[config.mk]
export PLATFORM = sky130hd
export DESIGN_NAME = cov_phase_monitor
export DESIGN_NICKNAME = d
export VERILOG_FILES = /design/src/rtl/cov_phase_monitor.sv
export SDC_FILE = /design/constraint.sdc
export NUM_CORES = 1
export LEC_CHECK = 0
export ABC_AREA = 1
export CORE_MARGIN = 8
export CORE_UTILIZATION = 49
export CTS_CLUSTER_SIZE = 12
export DETAILED_ROUTE_END_ITERATION = 6
export PLACE_DENSITY = 0.82
export REMOVE_ABC_BUFFERS = 1
export SYNTH_ARGS = -nofsm -noshare
export SYNTH_HDL_FRONTEND = slang
export SYNTH_SLANG_ARGS = --single-unit
[constraint.sdc]
create_clock -name clk_i -period 6.25 [get_ports clk_i]
set_clock_uncertainty 0.15 [all_clocks]
set_input_delay 1.25 -clock clk_i [delete_from_list [all_inputs] [get_ports clk_i]]
set_output_delay 1.25 -clock clk_i [all_outputs]
set_load 0.02 [all_outputs]
[src/rtl/cov_phase_monitor.sv]
// Multi-channel coverage and bound-checking monitor: sticky per-channel bin bitmaps,
// saturating sample/violation counters, and a budgeted RUN / serial EVAL phase FSM.
module cov_phase_monitor #(
    parameter int unsigned NUM_CH = 4,
    parameter int unsigned DATA_W = 32,
    parameter int unsigned BINS   = 8,
    parameter int unsigned CNT_W  = 32,
    parameter int unsigned BUD_W  = 16,
    parameter int unsigned COV_W  = $clog2(NUM_CH * BINS + 1),
    parameter int unsigned RD_W   = (NUM_CH > 1) ? $clog2(NUM_CH) : 1
) (
    input  logic                     clk_i,
    input  logic                     rst_ni,
    input  logic                     start_i,
    input  logic                     clear_i,
    input  logic [BUD_W-1:0]         budget_i,
    input  logic [COV_W-1:0]         target_i,
    input  logic [NUM_CH-1:0]        valid_i,
    input  logic [NUM_CH*DATA_W-1:0] data_i,
    input  logic [NUM_CH*DATA_W-1:0] limit_i,
    input  logic [RD_W-1:0]          rd_ch_i,
    output logic [1:0]               state_o,
    output logic [CNT_W-1:0]         sample_cnt_o,
    output logic [CNT_W-1:0]         viol_cnt_o,
    output logic [COV_W-1:0]         cov_hits_o,
    output logic [BINS-1:0]          rd_bitmap_o,
    output logic                     done_o,
    output logic                     pass_o
);

    localparam int unsigned BIN_W = $clog2(BINS);
    localparam int unsigned NCH_W = $clog2(NUM_CH + 1);
    localparam int unsigned SUM_W = CNT_W + NCH_W + 1;
    localparam int unsigned PC_W  = $clog2(BINS + 1);

    typedef enum logic [1:0] {
        StIdle = 2'b00,
        StRun  = 2'b01,
        StEval = 2'b10,
        StDone = 2'b11
    } state_e;

    state_e            state_q;
    logic [BUD_W-1:0]  budget_cnt_q;
    logic [COV_W-1:0]  target_q;
    logic [COV_W-1:0]  acc_q;
    logic [COV_W-1:0]  cov_hits_q;
    logic [RD_W-1:0]   eval_idx_q;
    logic [CNT_W-1:0]  sample_cnt_q;
    logic [CNT_W-1:0]  viol_cnt_q;
    logic [BINS-1:0]   bitmap_q [NUM_CH];
    logic [BINS-1:0]   rd_bitmap_q;
    logic              done_q;
    logic              pass_q;

    logic [NCH_W-1:0]  acc_n;
    logic [NCH_W-1:0]  viol_n;
    logic [BINS-1:0]   bin_set [NUM_CH];
    logic [PC_W-1:0]   eval_pop;
    logic [COV_W-1:0]  cov_total;
    logic [BUD_W-1:0]  budget_m1;
    logic              rd_in_range;

    function automatic logic [CNT_W-1:0] sat_add(input logic [CNT_W-1:0] a,
                                                 input logic [NCH_W-1:0] b);
        logic [SUM_W-1:0] s;
        s = SUM_W'(a) + SUM_W'(b);
        sat_add = (s > SUM_W'({CNT_W{1'b1}})) ? {CNT_W{1'b1}} : s[CNT_W-1:0];
    endfunction

    always_comb begin
        acc_n  = '0;
        viol_n = '0;
        for (int c = 0; c < NUM_CH; c++) begin
            bin_set[c] = '0;
            if (state_q == StRun && valid_i[c]) begin
                acc_n = acc_n + 1'b1;
                bin_set[c][data_i[c*DATA_W+DATA_W-1 -: BIN_W]] = 1'b1;
                if (data_i[c*DATA_W +: DATA_W] > limit_i[c*DATA_W +: DATA_W]) begin
                    viol_n = viol_n + 1'b1;
                end
            end
        end
        eval_pop = '0;
        for (int b = 0; b < BINS; b++) begin
            eval_pop = eval_pop + PC_W'(bitmap_q[eval_idx_q][b]);
        end
        cov_total   = acc_q + COV_W'(eval_pop);
        // A zero budget still gives one RUN cycle.
        budget_m1   = (budget_i == '0) ? '0 : budget_i - 1'b1;
        rd_in_range = 32'(rd_ch_i) < NUM_CH;
    end

    always_ff @(posedge clk_i or negedge rst_ni) begin
        if (!rst_ni) begin
            state_q      <= StIdle;
            budget_cnt_q <= '0;
            target_q     <= '0;
            acc_q        <= '0;
            cov_hits_q   <= '0;
            eval_idx_q   <= '0;
            sample_cnt_q <= '0;
            viol_cnt_q   <= '0;
            rd_bitmap_q  <= '0;
            done_q       <= 1'b0;
            pass_q       <= 1'b0;
            for (int c = 0; c < NUM_CH; c++) bitmap_q[c] <= '0;
        end else if (clear_i) begin
            state_q      <= StIdle;
            budget_cnt_q <= '0;
            target_q     <= '0;
            acc_q        <= '0;
            cov_hits_q   <= '0;
            eval_idx_q   <= '0;
            sample_cnt_q <= '0;
            viol_cnt_q   <= '0;
            rd_bitmap_q  <= '0;
            done_q       <= 1'b0;
            pass_q       <= 1'b0;
            for (int c = 0; c < NUM_CH; c++) bitmap_q[c] <= '0;
        end else begin
            rd_bitmap_q <= rd_in_range ? bitmap_q[rd_ch_i] : '0;
            unique case (state_q)
                StIdle, StDone: begin
                    if (start_i) begin
                        state_q      <= StRun;
                        budget_cnt_q <= budget_m1;
                        target_q     <= target_i;
                        acc_q        <= '0;
                        eval_idx_q   <= '0;
                        sample_cnt_q <= '0;
                        viol_cnt_q   <= '0;
                        cov_hits_q   <= '0;
                        done_q       <= 1'b0;
                        pass_q       <= 1'b0;
                        for (int c = 0; c < NUM_CH; c++) bitmap_q[c] <= '0;
                    end
                end
                StRun: begin
                    sample_cnt_q <= sat_add(sample_cnt_q, acc_n);
                    viol_cnt_q   <= sat_add(viol_cnt_q, viol_n);
                    for (int c = 0; c < NUM_CH; c++) bitmap_q[c] <= bitmap_q[c] | bin_set[c];
                    if (budget_cnt_q == '0) begin
                        state_q <= StEval;
                    end else begin
                        budget_cnt_q <= budget_cnt_q - 1'b1;
                    end
                end
                StEval: begin
                    acc_q <= cov_total;
                    if (eval_idx_q == RD_W'(NUM_CH - 1)) begin
                        cov_hits_q <= cov_total;
                        done_q     <= 1'b1;
                        pass_q     <= (cov_total >= target_q) && (viol_cnt_q == '0);
                        state_q    <= StDone;
                    end else begin
                        eval_idx_q <= eval_idx_q + 1'b1;
                    end
                end
                default: ;
            endcase
        end
    end

    assign state_o      = state_q;
    assign sample_cnt_o = sample_cnt_q;
    assign viol_cnt_o   = viol_cnt_q;
    assign cov_hits_o   = cov_hits_q;
    assign rd_bitmap_o  = rd_bitmap_q;
    assign done_o       = done_q;
    assign pass_o       = pass_q;

endmodule

==> impl_table.tex, run 1 <==
\begin{tabular}{lr}
\hline
Metric & Value \\
\hline
\multicolumn{2}{l}{\textbf{Yosys}} \\
Multiplexer share of the synthesized area & 0 \\
Adder-cell area share of the yosys netlist & 0.167 \\
Synthesized-area fraction occupied by and/or/nand/nor cells & 0.237 \\
Combinational family with the most area after synthesis & simple AND/OR/NAND/NOR gates \\
Sequential-to-total area share from yosys stat & 0.284 \\
Register bit total from synthesis & 144 \\
Netlist area before placement & around 0.013 mm2 \\
Unique cell type count in the Yosys netlist & 45 \\
Number of standard cells after synthesis & roughly 1800 \\
Average instance area after synthesis & 6.99 um2 \\
Count of warnings emitted by yosys & 0 \\
XOR/XNOR Fraction of Synth Area & 0.0490 \\
Fraction of the mapped netlist area in compound gates & 0.155 \\
\multicolumn{2}{l}{\textbf{STA}} \\
Upper clock frequency limit & 168 MHz \\
Fin crit share & 0.953 \\
Worst Tran Pin Value & 0.916 ns \\
Worst relative slew slack & 0.389 \\
Post-route setup slack & 0.293 ns \\
Hold slack & between 0.3 and 0.4 ns \\
Final period demand of the worst path & 5.96 ns \\
Final setup viols & 0 \\
Number of failing hold endpoints at the final stage & 0 \\
Final number of max-transition violations & 0 \\
\multicolumn{2}{l}{\textbf{Job}} \\
Max-capacitance violation count & 0 \\
\multicolumn{2}{l}{\textbf{GRT}} \\
Global Route Usage Sum & 0.265 \\
Pin count of the biggest net entering global routing & approximately 100 \\
Total overflow reported by the global router & 0 \\
Global-route met1 utilization & 0.318 \\
First-pass GRT wire length & 67.3 mm \\
Vias in the first global route & 13615 \\
Number of antenna violations at the first check in global routing & 2 \\
Met2 layer usage reported by global route & 0.473 \\
Most congested layer reported by global routing & met2 \\
Routing usage on met3 & 0.0529 \\
\multicolumn{2}{l}{\textbf{Placement}} \\
Final GP Congestion & 0.981 \\
Count of input and output buffers & roughly 370 \\
Setup slack after placement & -0.0435 ns \\
Detail Placement HPWL & 34.2 mm \\
\multicolumn{2}{l}{\textbf{Clock tree}} \\
Maximum buffer depth of the clock tree & 2 \\
Number of sinks on the clock net & between 100 and 150 \\
TritonCTS clock tree & done \\
Number of clock buffers inserted by TritonCTS & 17 \\
Insertion delay of the later-clocked pin in the worst-skew pair & roughly 0.44 ns \\
Count of H-tree levels built during CTS & 4 \\
Library cell used as clock root buffer & sky130\_fd\_sc\_hd\_\_clkbuf\_16 \\
Clock-pin slew on the worst setup and hold paths & 0.06 ns \\
\multicolumn{2}{l}{\textbf{Floorplan}} \\
Floorplan Core Area & 0.0258 mm2 \\
FP Rows & 59 \\
Initial core utilization & 0.493 \\
Horiz. Die Dim & 177 um \\
Total I/O pin count & 370 \\
Die Outline Area & 0.0313 mm2 \\
Height of the die & 177 um \\
\multicolumn{2}{l}{\textbf{Outcome}} \\
Status & finished clean \\
\multicolumn{2}{l}{\textbf{Drt}} \\
Aggregate routed wire length & 42.4 mm \\
Final routed DRC violation total & 0 \\
Average wire per cell in the routed design & $\sim$17 um \\
Number of design-rule violations left by the first detailed-router iteration & 1377 \\
Number of iterations in the first detailed-routing pass & 6 \\
Post-detailed-route via-to-cell ratio & 5.36 \\
Count of antenna-violating nets left after detailed routing & 0 \\
Vias after detailed routing & 13609 \\
\multicolumn{2}{l}{\textbf{Critical path}} \\
Largest delay contributor family on the critical path & simple AND/OR/NAND/NOR gates \\
Largest stage delay on the critical path & approximately 0.45 ns \\
Number of buffers and inverters on the critical path & 7 \\
Kind of launch point of the worst setup path & input pin \\
Type of the worst setup path & input pin to flop \\
Worst endpoint required time & between 6 and 7 ns \\
Worst Setup End Kind & flop \\
Largest fanout on the critical path & 11 \\
CP Data Arrival Time & 6.14 ns \\
Critical-path top delay cell & sky130\_fd\_sc\_hd\_\_clkdlybuf4s50\_1 \\
\multicolumn{2}{l}{\textbf{Power}} \\
Peak supply drop & 226 uV \\
Power density of the placed cells & 225 mW/mm2 \\
Total Power Consumption & 3.94 mW \\
Leakage power total & 8.53 nW \\
\multicolumn{2}{l}{\textbf{Worst hold path}} \\
Tightest Hold Check Type & flop to flop \\
\multicolumn{2}{l}{\textbf{Layout}} \\
Number of fillers in the final layout & 2153 \\
Area growth from synthesis to layout & 38.2\% \\
Area taken by multi-input logic gates & 0.00779 mm2 \\
Share of the core filled with cells & 0.681 \\
Share of cells above drive strength 1 & 0.0477 \\
Area taken by flip-flops and latches & 0.00360 mm2 \\
Total number of nets in the final design & 2642 \\
\hline
\end{tabular}
-- kinds of logic after synthesis --
family,Yosys count
DFF,144
AOI/OAI and AO/OA,370
xor gates and xnor gates,71
and+or+nand+nor,710
adders and majority gates,165
buffers and inverters,357
-- cells in the mapped netlist (all sizes together) --
library cell    n  share of area
fa              7          0.011
xnor2           7         0.0048
nor4           13         0.0064
a21o            5         0.0030
clkbuf         21         0.0062
o31ai           1        0.00059
inv           316          0.093
o21ai         176          0.071
o2111ai         1        0.00069
a31oi           3         0.0015
o21a            5         0.0030
nand2         354           0.10
dfrtp         144           0.28
o211ai          1        0.00059
nor3b           2         0.0012
nand3          66          0.027
and3            1        0.00049
ha            158           0.16
nand4          30          0.015
o21bai          3         0.0018
clkinv          2        0.00059
nand3b          1        0.00059
a21boi          3         0.0018
o311ai          1        0.00069
xor2           64          0.044
o22ai          20         0.0098
nor2          203          0.062
nor3           32          0.015
a211oi          3         0.0018
a21oi         148          0.059
or2             8         0.0039
buf            18         0.0090
-- layout by cell type, fill, tap and decap left out, types with 5 or more instances in the layout --
master / Yosys / layout
sky130_fd_sc_hd__clkdlybuf4s50_1: 0 / 368
sky130_fd_sc_hd__nand2_1: 353 / 350
sky130_fd_sc_hd__inv_1: 310 / 310
sky130_fd_sc_hd__nor2_1: 196 / 193
sky130_fd_sc_hd__ha_1: 158 / 157
sky130_fd_sc_hd__a21oi_1: 147 / 145
sky130_fd_sc_hd__dfrtp_1: 144 / 144
sky130_fd_sc_hd__o21ai_0: 132 / 129
sky130_fd_sc_hd__xor2_1: 64 / 64
sky130_fd_sc_hd__nand3_1: 63 / 63
sky130_fd_sc_hd__o21ai_1: 39 / 42
sky130_fd_sc_hd__nand4_1: 29 / 29
sky130_fd_sc_hd__nor3_1: 27 / 25
sky130_fd_sc_hd__o22ai_1: 20 / 20
sky130_fd_sc_hd__buf_4: 2 / 20
sky130_fd_sc_hd__clkbuf_16: 0 / 19
sky130_fd_sc_hd__nor4_1: 13 / 12
sky130_fd_sc_hd__or2_2: 8 / 8
sky130_fd_sc_hd__xnor2_1: 7 / 7
sky130_fd_sc_hd__fa_1: 7 / 7
sky130_fd_sc_hd__nor3_2: 4 / 6
sky130_fd_sc_hd__inv_2: 6 / 6
sky130_fd_sc_hd__nor2_2: 5 / 6
sky130_fd_sc_hd__a21o_1: 5 / 5
sky130_fd_sc_hd__o21a_1: 5 / 5
sky130_fd_sc_hd__o21ai_2: 5 / 5
-- state kept, by name, summed over array words and instances, names as in the netlist --
| register | flops |
|---|---|
| state_o | 2 |
| pass_o | 1 |
| acc_q | 6 |
| target_q | 6 |
| viol_cnt_o | 32 |
| budget_cnt_q | 16 |
| bitmap_q | 32 |
| cov_hits_o | 6 |
| eval_idx_q | 2 |
| sample_cnt_o | 32 |
| done_o | 1 |
| rd_bitmap_o | 8 |
-- worst reg2reg max path, stage by stage, from the launching register on --
cell                       delay [ns]
sky130_fd_sc_hd__dfrtp_1         0.35
sky130_fd_sc_hd__clkinv_1        0.36
sky130_fd_sc_hd__o21ai_0         0.38
sky130_fd_sc_hd__a21oi_1         0.15
sky130_fd_sc_hd__fa_1            0.52
sky130_fd_sc_hd__inv_1           0.05
sky130_fd_sc_hd__fa_1            0.50
sky130_fd_sc_hd__fa_1            0.54
sky130_fd_sc_hd__inv_1           0.05
sky130_fd_sc_hd__fa_1            0.47
sky130_fd_sc_hd__fa_1            0.44
sky130_fd_sc_hd__o21ai_0         0.27
sky130_fd_sc_hd__xor2_1          0.29
sky130_fd_sc_hd__inv_1           0.08
sky130_fd_sc_hd__ha_1            0.28
sky130_fd_sc_hd__a21oi_1         0.15
sky130_fd_sc_hd__o21bai_1        0.07
sky130_fd_sc_hd__nand2_1         0.06
sky130_fd_sc_hd__o21ai_1         0.05
-- layout make-up --
class                   instances  area share
diodes                          3    0.000428
clock buffers                  19      0.0252
clock inverters                12      0.0104
inverters                     318      0.0680
multi-input cells            1316       0.444
flip-flops and latches        144       0.205
well taps                     335      0.0239
repair buffers                392       0.223
-- stage by stage --
step / cell area (um2) / TNS [ns] / std cells
final: 17600 / 0 / 2539
after global routing: 17600 / -0.497 / 2539
after global placement: 16800 / 0 / 2500
after floorplan: 12500 / 0 / 1778
after detailed placement: 16800 / -0.362 / 2500
after CTS: 17400 / 0 / 2531
-- final timing paths --
| kind | depth (start not counted) | slack [ns] | end | start |
|---|---|---|---|---|
| min in group asynchronous | 1 | 0.79 | viol_cnt_o[14]$_DFFE_PN0P_ | rst_ni |
| worst min-delay path | 2 | 0.34 | cov_hits_o[5]$_DFFE_PN0P_ | cov_hits_o[5]$_DFFE_PN0P_ |
| worst max-delay path | 34 | 0.29 | viol_cnt_o[15]$_DFFE_PN0P_ | limit_i[47] |
| worst max register to register | 18 | 0.91 | pass_o$_DFFE_PN0P_ | eval_idx_q[0]$_DFFE_PN0P_ |
| max in group asynchronous | 2 | 4.00 | bitmap_q[17]$_DFFE_PN0P_ | rst_ni |
| worst min register to register | 2 | 0.34 | cov_hits_o[5]$_DFFE_PN0P_ | cov_hits_o[5]$_DFFE_PN0P_ |
-- where the power goes --
part	total [mW]	internal (mW)	leakage, nW	switching (mW)
combinational	1.75	0.651	6.25	1.10
sequential	1.09	1.02	1.98	0.0658
clock	1.10	0.680	0.296	0.425
-- metal layers --
metal	vias to the layer above	part of all wire
met5	-	0
met4	0	0.026
met3	93	0.076
met2	594	0.50
met1	6253	0.40
li1	6669	-
-- repair_timing --
action	4_1_cts	5_1_grt
hold endpoints to repair	0	0
gates resized for setup	0	17
buffers inserted	0	3
endpoints found under the setup margin	0	32
hold buffers	0	0
(Power assumes the default switching activity.)
==> inputs of run 2 (changes only) <==
- clock period: 6.25 -> 5.9 ns (I/O delays scaled with it)
==> run 2 against run 1 <==
Against the previous run: hold slack better by 0.0065 ns; the flow now finishes with violations (design-rule violations); utilization up 1.7 points; die area unchanged; cell area up 2.6%; worst setup slack worse by 0.26 ns.
==> impl_table.tex, run 2 (synthesized netlist as in run 1, its figures left out) <==
\begin{tabular}{lr}
\hline
Metric & Value \\
\hline
\multicolumn{2}{l}{\textbf{Floorplan}} \\
Height of the die & 177 um \\
Die Outline Area & roughly 0.031 mm2 \\
Horiz. Die Dim & 177 um \\
FP Rows & 59 \\
Initial core utilization & 0.493 \\
Total I/O pin count & 370 \\
Floorplan Core Area & around 0.026 mm2 \\
\multicolumn{2}{l}{\textbf{Layout}} \\
Total number of nets in the final design & 2671 \\
Area growth from synthesis to layout & 41.8\% \\
Most common library cell in the layout ignoring fill and taps & sky130\_fd\_sc\_hd\_\_clkdlybuf4s50\_1 \\
Commonest non-fill, non-tap cells in the layout & 365 x sky130\_fd\_sc\_hd\_\_clkdlybuf4s50\_1, 346 x sky130\_fd\_sc\_hd\_\_nand2\_1, 307 x sky130\_fd\_sc\_hd\_\_inv\_1 \\
Share of the core filled with cells & 0.699 \\
Layout Cells excl Fill & 2571 \\
Share of cells above drive strength 1 & 0.0731 \\
Number of fillers in the final layout & approximately 2100 \\
\multicolumn{2}{l}{\textbf{STA}} \\
Number of failing hold endpoints at the final stage & 0 \\
Final period demand of the worst path & 5.87 ns \\
Worst Tran Pin Value & between 0.9 and 1 ns \\
Post-route setup slack & about 0.028 ns \\
Upper clock frequency limit & around 170 MHz \\
Worst relative slew slack & 0.358 \\
Fin crit share & 0.995 \\
Final setup viols & 0 \\
Final number of max-transition violations & 0 \\
\multicolumn{2}{l}{\textbf{Clock tree}} \\
Maximum buffer depth of the clock tree & 2 \\
Library cell used as clock root buffer & sky130\_fd\_sc\_hd\_\_clkbuf\_16 \\
Number of sinks on the clock net & 144 \\
Clock-pin slew on the worst setup and hold paths & 0.06 ns \\
Insertion delay of the later-clocked pin in the worst-skew pair & 0.43 ns \\
TritonCTS clock tree & done \\
Cts hold-fix bufs & 0 \\
Count of H-tree levels built during CTS & 4 \\
Number of clock buffers inserted by TritonCTS & 17 \\
\multicolumn{2}{l}{\textbf{Critical path}} \\
Type of the worst setup path & input pin to flop \\
Worst Setup End Kind & flop \\
Crit Reg-Reg Startpoint & eval\_idx\_q[0]\$\_DFFE\_PN0P\_ \\
Largest delay contributor family on the critical path & simple AND/OR/NAND/NOR gates \\
Reg-to-reg endpoint & pass\_o\$\_DFFE\_PN0P\_ \\
Kind of launch point of the worst setup path & input pin \\
Worst endpoint required time & 6.03 ns \\
Critical-path top delay cell & sky130\_fd\_sc\_hd\_\_clkdlybuf4s50\_1 \\
Largest stage delay on the critical path & about 0.51 ns \\
Number of buffers and inverters on the critical path & 4 \\
Most repeated library cell on the critical path & sky130\_fd\_sc\_hd\_\_nand2\_2 \\
CP Data Arrival Time & 6.00 ns \\
Largest fanout on the critical path & 4 \\
Setup slack of the most critical reg-to-reg path & 0.65 ns \\
Count of cells along the worst register-to-register path & 18 \\
\multicolumn{2}{l}{\textbf{Outcome}} \\
Violated checks & design-rule violations \\
Status & finished, violations left \\
\multicolumn{2}{l}{\textbf{Worst hold path}} \\
Worst Hold Path Cells & 2 \\
Tightest Hold Check Type & flop to flop \\
Startpoint of the worst hold path & bitmap\_q[11]\$\_DFFE\_PN0P\_ \\
Worst Hold End & bitmap\_q[11]\$\_DFFE\_PN0P\_ \\
\multicolumn{2}{l}{\textbf{Power}} \\
Total Power Consumption & 4.24 mW \\
Leakage power total & roughly 8.7 nW \\
Power density of the placed cells & 236 mW/mm2 \\
Combinational power share & 0.452 \\
Clock power share & 0.277 \\
Net switching power & between 1.5 and 2 mW \\
Switching power share of the total & 0.405 \\
Part of the power in registers & 0.271 \\
Peak supply drop & between 200 and 250 uV \\
Design internal power & between 2 and 3 mW \\
\multicolumn{2}{l}{\textbf{Drt}} \\
Final routed DRC violation total & 1 \\
Post-detailed-route via-to-cell ratio & 5.39 \\
Number of design-rule violations left by the first detailed-router iteration & approximately 1300 \\
Count of antenna-violating nets left after detailed routing & 0 \\
Aggregate routed wire length & 43.7 mm \\
Average wire per cell in the routed design & between 15 and 20 um \\
Number of iterations in the first detailed-routing pass & 7 \\
Vias after detailed routing & 13849 \\
\multicolumn{2}{l}{\textbf{Placement}} \\
Count of input and output buffers & 369 \\
Detail Placement HPWL & 34.8 mm \\
Instance count after placement with tap cells included & around 2500 \\
Final GP Congestion & about 0.93 \\
Setup slack after placement & -0.381 ns \\
\multicolumn{2}{l}{\textbf{GRT}} \\
Vias in the first global route & 14056 \\
Global Route Usage Sum & 0.269 \\
Total overflow reported by the global router & 0 \\
First-pass GRT wire length & 68.6 mm \\
Number of antenna violations at the first check in global routing & 5 \\
Pin count of the biggest net entering global routing & 101 \\
\multicolumn{2}{l}{\textbf{Job}} \\
Max-capacitance violation count & 0 \\
\hline
\end{tabular}
## run 2: cell count changes in the layout (fill, tap and decap cells not counted), moves of 4 or more
cell                      change
sky130_fd_sc_hd__buf_4       +27
sky130_fd_sc_hd__nand2_1      -4
sky130_fd_sc_hd__ha_4         +8
sky130_fd_sc_hd__o21ai_0     -14
sky130_fd_sc_hd__nand3_1      -4
sky130_fd_sc_hd__o21ai_1     +13
sky130_fd_sc_hd__nor2_2       +4
sky130_fd_sc_hd__nor2_1       -5
sky130_fd_sc_hd__ha_1         -8
sky130_fd_sc_hd__nand2_2      +4
## run 2: area by class of cell
cell class              count  area, um2  share of cell area
repair buffers            421       4150               0.230
inverters                 318       1190              0.0663
clock inverters            11        178             0.00987
flip-flops and latches    144       3600               0.200
well taps                 335        419              0.0233
diodes                      5       12.5            0.000695
clock buffers              21        450              0.0250
multi-input cells        1316       8000               0.444
## run 2: worst max-delay path by stage
stage	from	depth (start not counted)	to
floorplan	limit_i[23]	30	viol_cnt_o[17]$_DFFE_PN0P_
global placement	limit_i[53]	31	viol_cnt_o[27]$_DFFE_PN0P_
detailed placement	limit_i[47]	34	viol_cnt_o[10]$_DFFE_PN0P_
CTS	limit_i[47]	34	viol_cnt_o[22]$_DFFE_PN0P_
global route	data_i[53]	31	viol_cnt_o[8]$_DFFE_PN0P_
finish	data_i[53]	32	viol_cnt_o[24]$_DFFE_PN0P_
## run 2: worst register-to-register path, delay by kind of cell (launching register included)
family	cells	cell delay [ns]
xor gates and xnor gates	1	0.26
AOI/OAI and AO/OA	6	1.02
and+or+nand+nor	1	0.06
adders and majority gates	6	2.73
DFF	1	0.38
buffers and inverters	4	0.57
## run 2: routing by layer
| layer | track usage | up-vias | wire, um |
|---|---|---|---|
| met5 | 0 | - | 0 |
| met4 | 0.108 | 0 | 1630 |
| met3 | 0.0702 | 122 | 3620 |
| met2 | 0.468 | 626 | 21600 |
| met1 | 0.310 | 6388 | 16900 |
| li1 | - | 6713 | - |
## run 2: per-stage QoR
step | TNS (ns) | cell area, um2 | hold slack, ns
after floorplan | 0 | 12500 | 0.309
final | 0 | 18000 | 0.347
after CTS | 0 | 17600 | 0.346
after global routing | -3.98 | 18000 | 0.374
after detailed placement | -11.06 | 17000 | 0.333
after global placement | -5.19 | 17000 | 0.315
## run 2: timing repair
action                                  CTS  global route
endpoints found under the setup margin    0            32
buffers inserted                          0             7
gates resized for setup                   0            71
## run 2: power groups by stage
stage / Sequential [mW] / Combinational, mW / Clock [mW]
floorplan: 1.18 / 1.11 / 0
global placement: 1.16 / 1.80 / 0
detailed placement: 1.16 / 1.87 / 0
CTS: 1.15 / 1.89 / 1.18
global route: 1.16 / 2.17 / 1.23
finish: 1.15 / 1.92 / 1.18
==> inputs of run 3 (changes only) <==
- TNS_END_PERCENT: unset -> 20
==> results of run 3 <==
No change in the layout: final DEF, timing and power equal those of run 2.
